### src/rtl/mem_arbiter.sv
// Single-ported RAM arbiter between fetch and data ports: data first, instruction starvation bounded.
// Hit pulses two edges after grant at best; one access in flight; requests are level-held until their hit.
module mem_arbiter #(
  parameter int DPRIO_LIMIT = 4,
  parameter int TIMEOUT     = 64
) (
  input  logic        CLK,
  input  logic        RST,
  input  logic        iREN,
  input  logic [31:0] iaddr,
  output logic        ihit,
  output logic [31:0] iload,
  input  logic        dREN,
  input  logic        dWEN,
  input  logic [31:0] daddr,
  input  logic [31:0] dstore,
  output logic        dhit,
  output logic [31:0] dload,
  output logic        ramREN,
  output logic        ramWEN,
  output logic [31:0] ramaddr,
  output logic [31:0] ramstore,
  input  logic [31:0] ramload,
  input  logic        ram_rdy,
  output logic        mem_err
);

  localparam logic [1:0] IDLE = 2'd0;
  localparam logic [1:0] IACC = 2'd1;
  localparam logic [1:0] DACC = 2'd2;
  localparam logic [1:0] DONE = 2'd3;

  localparam bit          DL_EN   = (DPRIO_LIMIT > 0);
  localparam bit          WD_EN   = (TIMEOUT > 0);
  localparam logic [31:0] DLIM    = 32'(DPRIO_LIMIT);
  localparam logic [31:0] WD_LAST = (TIMEOUT > 0) ? 32'(TIMEOUT - 1) : 32'd0;

  logic [1:0]  state;
  logic [31:0] starve;
  logic [31:0] wd_cnt;
  logic        force_i;
  logic        grant_d;
  logic        grant_i;
  logic        wd_expire;

  always_comb begin
    force_i   = DL_EN && iREN && (starve == DLIM);
    grant_d   = (dREN || dWEN) && !force_i;
    grant_i   = iREN && !grant_d;
    wd_expire = WD_EN && (wd_cnt == WD_LAST);
  end

  // The RAM strobes double as the latched access type: ramWEN high means a data write.
  always_ff @(posedge CLK) begin
    if (RST) begin
      state    <= IDLE;
      starve   <= '0;
      wd_cnt   <= '0;
      ihit     <= 1'b0;
      dhit     <= 1'b0;
      iload    <= '0;
      dload    <= '0;
      ramREN   <= 1'b0;
      ramWEN   <= 1'b0;
      ramaddr  <= '0;
      ramstore <= '0;
      mem_err  <= 1'b0;
    end else begin
      ihit <= 1'b0;
      dhit <= 1'b0;
      case (state)
        IDLE: begin
          wd_cnt <= '0;
          if (grant_d) begin
            state    <= DACC;
            ramWEN   <= dWEN;
            ramREN   <= !dWEN;
            ramaddr  <= daddr;
            ramstore <= dstore;
            if (!iREN)
              starve <= '0;
            else if (starve != DLIM)
              starve <= starve + 32'd1;
          end else if (grant_i) begin
            state    <= IACC;
            ramREN   <= 1'b1;
            ramWEN   <= 1'b0;
            ramaddr  <= iaddr;
            ramstore <= '0;
            starve   <= '0;
          end
        end
        IACC, DACC: begin
          // Completion takes precedence over a watchdog expiry in the same cycle.
          if (ram_rdy) begin
            state  <= DONE;
            ramREN <= 1'b0;
            ramWEN <= 1'b0;
            if (state == IACC) begin
              ihit  <= 1'b1;
              iload <= ramload;
            end else begin
              dhit <= 1'b1;
              if (ramREN)
                dload <= ramload;
            end
          end else if (wd_expire) begin
            state   <= IDLE;
            ramREN  <= 1'b0;
            ramWEN  <= 1'b0;
            mem_err <= 1'b1;
          end else begin
            wd_cnt <= wd_cnt + 32'd1;
          end
        end
        default: state <= IDLE;
      endcase
    end
  end

endmodule

### config.mk
export PLATFORM = sky130hd
export DESIGN_NAME = mem_arbiter
export DESIGN_NICKNAME = d
export VERILOG_FILES = /design/src/rtl/mem_arbiter.sv
export SDC_FILE = /design/constraint.sdc
export NUM_CORES = 1
export LEC_CHECK = 0
export ABC_AREA = 1
export CAP_MARGIN = 20
export CORE_MARGIN = 4
export CORE_UTILIZATION = 44
export DETAILED_ROUTE_END_ITERATION = 16
export PLACE_DENSITY = 0.74
export SYNTH_ARGS = -nofsm -noshare
export SYNTH_HDL_FRONTEND = slang
export SYNTH_SLANG_ARGS = --single-unit
### constraint.sdc
create_clock -name CLK -period 2.5 [get_ports CLK]
set_clock_uncertainty 0.1 [all_clocks]
set_input_delay 0.5 -clock CLK [delete_from_list [all_inputs] [get_ports CLK]]
set_output_delay 0.5 -clock CLK [all_outputs]
set_load 0.01 [all_outputs]
# Word level (Yosys, flattened, before mapping)
# Cells that the tools add are included.
[word_totals]
out_inout_bits = 133
regBits = 199
wordCells = 72
input_bits = 134
[classes]
bitwise_logic = 3
eq_ne = 10
reduce_logical = 20
add_sub_neg = 2
n_mux = 25
[op_table]
columns = ["cell", "n"]
rows = [
  ["$mux W32", 9],
  ["$add A32 B1 Y32 const B", 2],
  ["$pmux W32 S2", 1],
  ["$eq A32 B3 Y1 const B", 1],
  ["$eq A32 B6 Y1 const B", 1],
  ["$ne A32 B3 Y1 const B", 1],
  ["$reduce_and A3 Y1", 5],
  ["$mux W1", 8],
  ["$mux W2", 4],
  ["$ne A3 B3 Y1 const B", 2],
  ["$ne A2 B2 Y1 const B", 2],
  ["$pmux W1 S2", 2],
  ["$pmux W2 S2", 1],
  ["$reduce_and A2 Y1", 2],
  ["$reduce_and A4 Y1", 1],
  ["$reduce_bool A2 Y1", 2],
  ["$logic_and A1 B1 Y1", 3],
  ["$logic_not A1 Y1", 3],
  ["$ne A3 B2 Y1 const B", 1],
  ["$not A1 Y1", 3],
  ["$reduce_or A3 Y1", 1],
  ["$eq A2 B1 Y1 const B", 1],
  ["$eq A2 B2 Y1 const B", 1],
  ["$logic_not A2 Y1", 1],
  ["2 further kinds", 2],
]

# Longest topological paths before layout
# Gate-level depths: netlist of the first run.
[logic_depth]
word_depth = 9
mapped_depth = 15
ltp_nobuf = 13

# Worst setup path after synthesis of the first run
# No wires, ideal clock.
[synth_path]
kind = "flip-flop to flip-flop"
startpoint = "register state[0]"
endpoint = "register dload[10]"
arrival_ns = 1.631
path_slack_ns = 0.653
setup_ns = 0.116
path_stages_with_launch = 9
required_ns = 2.284
path_buffers = 1
period_less_slack_ns = 1.847
path_cell_list = "dfxtp_1 -> inv_1 -> ha_1 -> nand2_1 -> nor3_1 -> inv_1 -> clkbuf_1 -> nor2_1 -> nor2_1"
[synth_between]
elab_chain_len = 3
word_cells_on_any_way = 5
cone_classes = "eq/ne: 2; bitwise: 1; reduce/logical: 2"
[synth_lines]
columns = ["item", "line", "rtl"]
rows = [
  ["from (decl)", "38", "logic [1:0] state;"],
  ["from (signal assigned)", "56", "state <= IDLE;"],
  ["from (signal assigned)", "75", "state <= DACC;"],
  ["from (signal assigned)", "85", "state <= IACC;"],
  ["$eq A2 B1 Y1 or $eq A2 B2 Y1 (tied branches)", "71, 99", ""],
  ["$reduce_or A2 Y1 or $not A1 Y1 (tied branches)", "n/a", ""],
  ["$reduce_and A4 Y1 (no line) (*)", "n/a", ""],
  ["to (signal assigned)", "105", "dload <= ramload;"],
  ["to (decl)", "18", "output logic [31:0] dload,"],
]
# Every way passes the cells marked *; elsewhere a longest branch is shown, timed or not.
# A chain may end at the register's enable or synchronous reset.

# Worst setup path in the final report of the first run
[layout_path]
startpoint = "register wd_cnt[0]"
endpoint = "register wd_cnt[9]"
[layout_between]
elab_chain_len = 4
word_cells_on_any_way = 7
cone_classes = "add/sub: 1; eq/ne: 2; mux: 3; reduce/logical: 1"
[layout_lines]
columns = ["item", "line", "rtl"]
rows = [
  ["from (decl)", "40", "logic [31:0] wd_cnt;"],
  ["from (signal assigned)", "113", "wd_cnt <= wd_cnt + 32'd1;"],
  ["$add A32 B1 Y32", "113", ""],
  ["$mux W32", "107", "end else if (wd_expire) begin"],
  ["$mux W32", "95", "if (ram_rdy) begin"],
  ["$pmux W32 S2", "71", "case (state)"],
]
# Several ways; a longest one is shown, not always the timed one. The select of a mux whose other input is x is not followed.

==> metrics.yaml, run 1 <==
drt_iter0_markers: 782
rows: 53
slew_headroom: 0.6485
synth_ff_type: "dfxtp_1"
synthArstFlopShare: 0
drcViolationCount: 0
ir_drop_v: 0.0004873
post-cts-setup-buffers: 0
first_global_vias: 9461
fin_crit_ns: 2.247
start_util: 0.4508
cts_buffers: 17
layout.nets: 1869
core-area_um2: 21220
vias: 10160
path_clk_slew_ns: 0.08
cts_resized: 0
yosysSeqAreaShare: 0.4164
worst_slew_pin_slew_ns: 0.5233
hp-class: "register to register"
fmax_mhz: 445.1
clk_latency_ns: 0.44
cts_tree: "built"
finalSetupViolations: 0
viasPerCell: 5.035
gr-total-overflow: 0
cts.htree.levels: 4
wirelength_um: 30500
grt_pass1_wl_um: 48890
die_y_um: 155.5
powerDensity_nw_per_um2: 904.3
areaGrowthSynthToFinish_pct: 38.91
ys_warn_count: 0
synth.distinct_cells: 33
antenna_found_initial: 1
syn_area_um2: 9567
status: "finished, final reports clean"
layout_commonest_cell: "nor2_1"
synth_seq_cells: 199
cp_max_fo: 27
final_util: 0.6262
final_layout_size_suffix_gt1_frac: 0.04650
dr.pass1.iters: 5
die-area_um2: 24170
mostFrequentLayoutCells: "368 x nor2_1, 352 x nand2_1, 265 x clkdlybuf4s50_1"
die_x_um: 155.5
critPathLaunchType: "register"
synth-edff-count: 0
cp.arrival_ns: 2.52
post-route-period-util: 0.8987
portBuffers: 266
io_pins: 267
critical_path_class: "register to register"
dp_hpwl_um: 22370
grt_setup_unrepaired: "false"
grt_start_max_net_pins: 38
slew_viol_final: 0
p_leak_uw: 0.005466
post_drt_wl_per_cell_um: 15.12
antenna_left: 0
num_antenna_cells: 0
gp_congestion: 0.9301
critPathCaptureType: "register"
maxCapViolations: 0
holdWs_ns: 0.3847
power.total_uw: 12020
max-clock-path-buffers: 2
avgSynthCellArea_um2: 6.438
cts_hold_buf: 0
cts_root_buf: "clkbuf_16"
syn_inst: 1486
critPathRequiredTime_ns: 2.77
cts.sinks: 199
syn_nets: 1626
finalHoldViolCount: 0
setup_tns_ns: 0
grt_use_total: 0.2480
final timing paths:
kind	startpoint	endpoint	slack [ns]	depth (start not counted)
setup / recovery	wd_cnt[0]	wd_cnt[9]	0.25	10
hold / removal	iload[8]	iload[8]	0.38	2
setup reg to reg	wd_cnt[0]	wd_cnt[9]	0.25	10
hold reg to reg	iload[8]	iload[8]	0.38	2
final cells by class:
class / count / area (um^2)
Clock inverter: 15 / 235.2
Fill cell: 1981 / 7931
Multi-Input combinational cell: 1102 / 4846
Sequential cell: 199 / 3984
Inverter: 114 / 429.2
Clock buffer: 17 / 425.4
Tap cell: 275 / 344.1
Timing Repair Buffer: 295 / 3025
cells by family (layout without fill, tap and decap cells):
logic type / Yosys count / in the layout / share of synthesized area
xor gates and xnor gates: 28 / 28 / 0.02563
DFF: 199 / 199 / 0.4164
AOI/OAI and AO/OA: 186 / 186 / 0.09835
adders and majority gates: 6 / 6 / 0.007847
and+or+nand+nor: 882 / 882 / 0.3742
buffers and inverters: 185 / 441 / 0.07756
stage by stage:
stage,worst slack [ns],area [um^2],instances
global placement,0.1149,12630,1985
floorplan,0.6529,9567,1486
detailed placement,0.06151,12630,1985
global route,0.1109,13290,2017
finish,0.2533,13290,2017
CTS,0.2919,13290,2017
layer usage:
| metal | global-route usage | up-vias | part of all wire |
|---|---|---|---|
| met4 | 0.08337 | 2 | 0.034 |
| met2 | 0.3992 | 366 | 0.46 |
| li1 | - | 5163 | - |
| met5 | 0 | - | 0.00039 |
| met3 | 0.08428 | 71 | 0.090 |
| met1 | 0.3121 | 4553 | 0.42 |
worst max-delay path, stage by stage, from the launching register on:
cell	delay, ns
dfxtp_1	0.48
ha_1	0.23
nand3_2	0.11
nor2_4	0.18
nand3_2	0.14
o21ai_2	0.18
nand2_2	0.25
buf_12	0.26
nand3_1	0.08
nand2_1	0.05
nor2_1	0.11
cells in the mapped netlist (all sizes together), types with 2 or more instances:
master    n  area share
nor3     21       0.011
inv     114       0.045
nand4    17       0.011
nand2   356        0.14
or2       2      0.0013
xor2     22       0.020
clkbuf   42       0.016
nor2    371        0.15
and3      4      0.0026
xnor2     6      0.0055
o21ai   109       0.058
ha        6      0.0078
nand3   106       0.057
buf      29       0.016
dfxtp   199        0.42
a21oi    76       0.040
and2      2      0.0013
sequential cells by signal, indices dropped and copies added, names as in the netlist:
register / flops
dload: 32
iload: 32
ramaddr: 32
ramstore: 32
starve: 32
wd_cnt: 32
state: 2
dhit: 1
ihit: 1
mem_err: 1
ramREN: 1
ramWEN: 1
report_power, final:
| group | total (uW) | switching, uW | internal (uW) |
|---|---|---|---|
| sequential | 4190 | 367 | 3820 |
| combinational | 4780 | 2640 | 2140 |
| clock | 3050 | 1600 | 1450 |
Power figures use the tool's default switching activity.
==> run 2: changes to the inputs <==
- PLACE_DENSITY: 0.74 -> 0.77
- clock period: 2.5 -> 1.85 ns (I/O delays scaled with it)
==> metrics.yaml, run 2 (same netlist as run 1, synthesis figures left out) <==
power.total_uw: 17390  # +45%
critical_path_class: "register to register"
dp.cells: 2051  # +3.3%
dr.pass1.iters: 5  # unchanged
cts.htree.levels: 4  # unchanged
clk_latency_ns: 0.45  # about the same
finalSetupViolations: 14  # +14
die_x_um: 155.5  # unchanged
min_from: "RST"
final_area_um2: 14810  # +11%
met1_usage: 0.3375  # +0.02541
slew_viol_final: 0  # unchanged
post_drt_wl_per_cell_um: 16.23  # +7.3%
grt_use_total: 0.2622  # +0.01422
path_cells: "ha_4 > nand3_4 > nor2_4 > nand3_4 > o21ai_4 > nand2_4 > clkbuf_16 > a21oi_2 > nor2_1"
busiest_layer: "met2"
cts_buffers: 17  # unchanged
worst-path-buf-inv: 1  # unchanged
slew_headroom: 0.6989  # +0.05041
io_pins: 267  # unchanged
post-route-period-util: 1.011  # +0.1125
core-area_um2: 21220  # unchanged
cts.sinks: 199  # unchanged
maxCapViolations: 0  # unchanged
worst_slew_pin_slew_ns: 0.4483  # -0.07503 ns
drt_iter0_markers: 770  # -1.5%
fin_crit_ns: 1.871  # -0.3761 ns
crit_path_top_delay_cell: "dfxtp_2"
max-clock-path-buffers: 2  # unchanged
cp.arrival_ns: 2.12  # -0.40 ns
cts_hold_buf: 0  # unchanged
cts_root_buf: "clkbuf_16"
viasPerCell: 5.140  # +2.1%
grt_start_max_net_pins: 65  # +71%
num_antenna_cells: 0  # unchanged
path_delay_family: "simple AND/OR/NAND/NOR gates"
layout.cells.non_filler: 2096  # +3.9%
use_met3: 0.07900  # -0.005285
final_layout_size_suffix_gt1_frac: 0.1488  # +0.1023
die_y_um: 155.5  # unchanged
final_util: 0.6977  # +0.07146
powerDensity_nw_per_um2: 1175  # +30%
gp_congestion: 0.9603  # +3.2%
drcViolationCount: 0  # unchanged
grt_setup_unrepaired: "true"
layout.nets: 1948  # +4.2%
start_util: 0.4508  # unchanged
critPathCaptureType: "register"
finalHoldViolCount: 0  # unchanged
cp_max_fo: 7  # -74%
grt_pass1_wl_um: 51360  # +5.0%
fin_ws_ns: -0.02067  # -0.2739 ns
violations: "negative setup slack"
antenna_found_initial: 0  # -1
crit_path_start: "wd_cnt[1]"
placed_area_um2: 13200  # +4.5%
rows: 53  # unchanged
mostFrequentLayoutCells: "348 x nor2_1, 321 x nand2_1, 189 x dfxtp_1"
critPathRequiredTime_ns: 2.10  # -0.67 ns
grt_use_met2: 0.4237  # +0.02454
hp-class: "primary input to register"
first_global_vias: 10010  # +5.8%
portBuffers: 266  # unchanged
ir_drop_v: 0.0006692  # +37%
fmax_mhz: 534.6  # +20%
status: "finished with violations"
die-area_um2: 24170  # unchanged
critPathLaunchType: "register"
path_clk_slew_ns: 0.08  # about the same
critical_path.max_stage_delay_ns: 0.36  # -0.12 ns
r2r-start: "wd_cnt[1]"
cts_tree: "built"
path_common_cell: "nand3_4"
areaGrowthSynthToFinish_pct: 54.76
gr-total-overflow: 0  # unchanged
wirelength_um: 34020  # +12%
vias: 10770  # +6.1%
antenna_left: 0  # unchanged
layout_commonest_cell: "nor2_1"
dp_hpwl_um: 23980  # +7.2%
p_leak_uw: 0.007574  # +39%
[run 2: cell types whose count changed in the layout (fill, tap and decap cells not counted), sizes merged]
cell	change
clkdlybuf4s50	-106
dlygate4sd2	+18
inv	-2
dlymetal6s2s	+88
clkbuf	+8
buf	+71
clkinv	+2
[run 2: tightest hold or removal path: stages]
cell	delay (ns)
buf_2	0.14
inv_2	0.10
nand2_1	0.07
nor2_1	0.04
[run 2: final timing paths]
| check | to | slack, ns | cells after the start |
|---|---|---|---|
| worst max-delay path | wd_cnt[30] | -0.02 | 9 |
| worst max register to register | wd_cnt[30] | -0.02 | 9 |
| worst min-delay path | wd_cnt[2] | 0.22 | 4 |
| worst min register to register | state[1] | 0.38 | 2 |
[run 2: power breakdown]
part / total [uW] / switching, uW / internal (uW)
Combinational: 7600 / 4070 / 3530
Clock: 4150 / 2200 / 1950
Sequential: 5650 / 469 / 5180
Total: 17400 / 6740 / 10700
[run 2: timing repair]
action                                  in CTS  in global routing
endpoints found under the setup margin      59                219
pin swaps                                    1                 38
resized for setup                           23                226
setup buffers                                0                  5
cloned                                       0                  9
[run 2: metrics by stage]
| stage | hold slack [ns] | worst slack, ns | TNS [ns] |
|---|---|---|---|
| after floorplan | 0.3511 | 0.002852 | 0 |
| after global placement | 0.3606 | -0.2414 | -17.07 |
| after detailed placement | 0.3732 | -0.3523 | -27.47 |
| after CTS | 0.2115 | 0.0005045 | 0 |
| after global routing | 0.2325 | -0.1145 | -7.234 |
| final | 0.2154 | -0.02067 | -0.1046 |
[run 2: final cells by class]
type | instances | area (um^2)
clock inverter | 15 | 235.2
multi-input combinational | 1102 | 5298
tap | 275 | 344.1
fill | 1770 | 6415
sequential | 199 | 3996
clock buffer | 17 | 425.4
timing repair buffer | 374 | 4070
inverter | 114 | 436.7
[run 2: layer usage]
layer | up-vias | wire (um)
li1 | 5326 | -
met1 | 4989 | 14170
met2 | 396 | 16050
met3 | 63 | 2815
met4 | 0 | 979
met5 | - | 0
==> patch 1: new RTL, flow settings as in run 1 <==
Make the reset (`RST`) asynchronous in one clocked block.
--- a/src/rtl/mem_arbiter.sv
+++ b/src/rtl/mem_arbiter.sv
@@ -52,5 +52,5 @@
 
   // The RAM strobes double as the latched access type: ramWEN high means a data write.
-  always_ff @(posedge CLK) begin
+  always_ff @(posedge CLK or posedge RST) begin
     if (RST) begin
       state    <= IDLE;
Check against the original RTL: differs if RST is asserted again (counterexample within 4 cycles, from zero or initial values and one cycle with RST high); with RST held inactive, the same outputs for 4 cycles.
==> patch 1 against run 1 <==
- design area increased by 4.5%
- hold slack got worse by 0.0022 ns
- first-iteration DRC count decreased by 32%
- sequential cell count unchanged
- highest routed layer unchanged
- setup slack improved by 0.17 ns
- routed wire length about the same
- critical path depth unchanged
- synthesized area increased by 6.7%
- power increased by 14%
- combinational power increased by 24%
==> patch 1: results <==
set metrics [dict create \
    synth_cell_type_count 36 \
    min_period_ns 2.074 \
    post_drt_wl_per_cell_um 16.00 \
    holdPathEnd "ramWEN" \
    antenna_found_initial 3 \
    r2r_setup_slack_ns 0.43 \
    fillerInstances 2060 \
    ys_seq_area_frac 0.4879 \
    antennaDiodeCount 1 \
    vias_per_cell 4.955 \
    cp-startpoint "wd_cnt[1]" \
    synth_nets 1492 \
    synthArstFlopShare 1.000 \
    route.met2.wl_um 14740 \
    arrival_ns 2.34 \
    synth_compound_area_frac 0.06987 \
    design_area_um2 13880 \
    fin_cells 1905 \
    ys.flop_type "dfrtp_1" \
    maxSlewHeadroom 0.5587 \
    nClkBuffers 18 \
    dpl_cell_area_um2 13250 \
    worstHoldStart "ramWEN" \
    syn_area_um2 10210 \
    reg2reg_from "wd_cnt[1]" \
    dp_slack_ns 0.06782 \
    num-multi-input-gates 955 \
    numPlacedInstances 1872 \
    grt_pass1_wl_um 49560 \
    place_congestion 0.9197 \
    multi_input_area_um2 4412 \
    grt_usage 0.2393 \
    status "completed" \
    crit_end "wd_cnt[18]" \
    final-nonclk-buf-share 0.2133 \
    synth_common_cells "nand2_1 (459), dfrtp_1 (199), nor2_1 (154), inv_1 (140), o21ai_0 (104)" \
    p_leak_nw 6.431 \
    sh_seq_area 0.3588 \
    fin_hold_ws_ns 0.3826 \
    grt_start_max_net_pins 82 \
    route.layer.met1.wl_um 12520 \
    fin_nets 1746 \
]
==> patch 1: critical path, cell delays in order (launching register included) <==
cell and delay [ns]:
dfrtp_1 0.38, ha_1 0.28, nand3_2 0.16, nor2_4 0.16
nand3_4 0.11, nor2_4 0.12, nand2_1 0.07, nand2_2 0.25
buf_12 0.22, nand2_1 0.07, o21ai_0 0.07
==> patch 1: per-layer routing <==
metal / global-route usage / up-vias
met5: 0 / -
met4: 0.09034 / 4
met3: 0.08288 / 60
met2: 0.3933 / 260
met1: 0.2921 / 4384
li1: - / 4731
==> patch 1: where the power goes <==
| group | leakage [nW] | total [mW] | internal, mW | switching, mW |
|---|---|---|---|---|
| registers | 2.58 | 4.86 | 4.24 | 0.612 |
| clock network | 0.301 | 2.89 | 1.41 | 1.48 |
| logic | 3.55 | 5.92 | 2.81 | 3.11 |
| total | 6.43 | 13.7 | 8.47 | 5.21 |
==> patch 2: new RTL, settings of run 1 <==
Without the edit above. Change the parameter `TIMEOUT` from 64 to 48.
--- a/src/rtl/mem_arbiter.sv
+++ b/src/rtl/mem_arbiter.sv
@@ -3,5 +3,5 @@
 module mem_arbiter #(
   parameter int DPRIO_LIMIT = 4,
-  parameter int TIMEOUT     = 64
+  parameter int TIMEOUT     = 48
 ) (
   input  logic        CLK,
Behaviour: no difference found for any inputs over 4 cycles, from zero or initial values and one cycle with RST high; that may be too few to reach the edited logic, so the function may still have changed.
==> patch 2 against run 1 <==
- design area down 0.24%
- non-clock buffer count up 4
- maximum frequency down 0.47%
- synthesized cell count up 2.6%
- first-iteration DRC count down 19%
- routed wire length up 1.4%
- synthesized area up 0.88%
- setup slack worse by 0.011 ns
- sequential cell count unchanged
- critical endpoint is now wd_cnt[4]
- sequential share of layout area up 0.071 points
- via count up 0.17%
- power down 4.2%
==> patch 2: results <==
set metrics [dict create \
    buffers 299 \
    synth_common_cells "nor2_1 (391), nand2_1 (385), dfxtp_1 (199), nand3_1 (118), inv_1 (113)" \
    place_congestion 0.9510 \
    syn_to_final_growth_pct 37.38 \
    nNonClkInverters 121 \
    fmax_ghz 0.4430 \
    cp_max_fo 20 \
    grt_pass1_wl_um 49150 \
    num-multi-input-gates 1136 \
    nClkBuffers 18 \
    syn_inst 1525 \
    dpl_cell_area_um2 12660 \
    dr.first_iter.drc_count 634 \
    fillerInstances 2016 \
    switchingPower_mw 4.337 \
    worstHoldStart "dload[15]" \
    antenna_found_initial 0 \
    wl_um 30920 \
    multi_input_area_share 0.3684 \
    final-nonclk-buf-share 0.2257 \
    fin_hold_ws_ns 0.3864 \
    grt_pass1_vias 9640 \
    reg2reg_to "wd_cnt[4]" \
    dpl.hpwl_um 23000 \
    grt_usage 0.2480 \
    holdPathEnd "dload[15]" \
    status "completed" \
    arrival_ns 2.48 \
    cpPeakStageDelay_ns 0.41 \
    synth_area_leaders "dfxtp_1 (41%), nor2_1 (15%), nand2_1 (15%), nand3_1 (6.1%), o21ai_0 (5.7%)" \
    dr_total_vias 10170 \
]
==> patch 2: cell types whose count changed in the layout (fill, tap and decap cells not counted), sizes merged, moves of 7 or more <==
cell,run 1,this run
nand2,356,391
nand3,106,120
nand4,17,4
nor2,371,395
nor3,21,10
xor2,22,15
==> patch 2: power by group through the flow <==
stage | clock network (mW) | logic, mW | registers (mW)
after floorplan | 0 | 2.07 | 4.44
after global placement | 0 | 4.59 | 4.19
after detailed placement | 0 | 4.61 | 4.20
after CTS | 2.84 | 4.64 | 4.15
after global routing | 2.95 | 5.06 | 4.22
final | 2.78 | 4.60 | 4.14
==> patch 2: logic make-up after synthesis <==
group                    after synthesis  synth area share
AO/OA/AOI/OAI                        188           0.09789
adder cells (fa/ha/maj)                6          0.007779
flip-flops                           199            0.4128
buffers and inverters                190           0.08103
AND/OR/NAND/NOR                      922            0.3823
XOR/XNOR                              20           0.01815
==> patch 2: worst max-delay path: cells and delay by family (launching register included) <==
kind                       cells  cell delay [ns]
adders and majority gates      1             0.24
buffers and inverters          2             0.31
DFF                            1             0.41
and+or+nand+nor                7             0.95
AOI/OAI and AO/OA              1             0.14
==> patch 2: layer usage <==
metal  track usage  vias to the layer above  part of all wire
li1              -                     5271                 -
met5             0                        -                 0
met2        0.4346                      289              0.49
met4       0.06777                        0             0.025
met1        0.2975                     4564              0.41
met3       0.07157                       48             0.067
==> patch 2: worst max-delay path by stage <==
stage	startpoint	end	slack, ns	depth (start not counted)
final	wd_cnt[0]	wd_cnt[4]	0.24	11
after global routing	wd_cnt[0]	wd_cnt[22]	0.05	11
after CTS	wd_cnt[0]	wd_cnt[25]	0.26	11
after detailed placement	iREN	ramaddr[27]	0.1	12
after global placement	iREN	ramaddr[27]	0.17	12
after floorplan	wd_cnt[0]	wd_cnt[18]	0.70	11
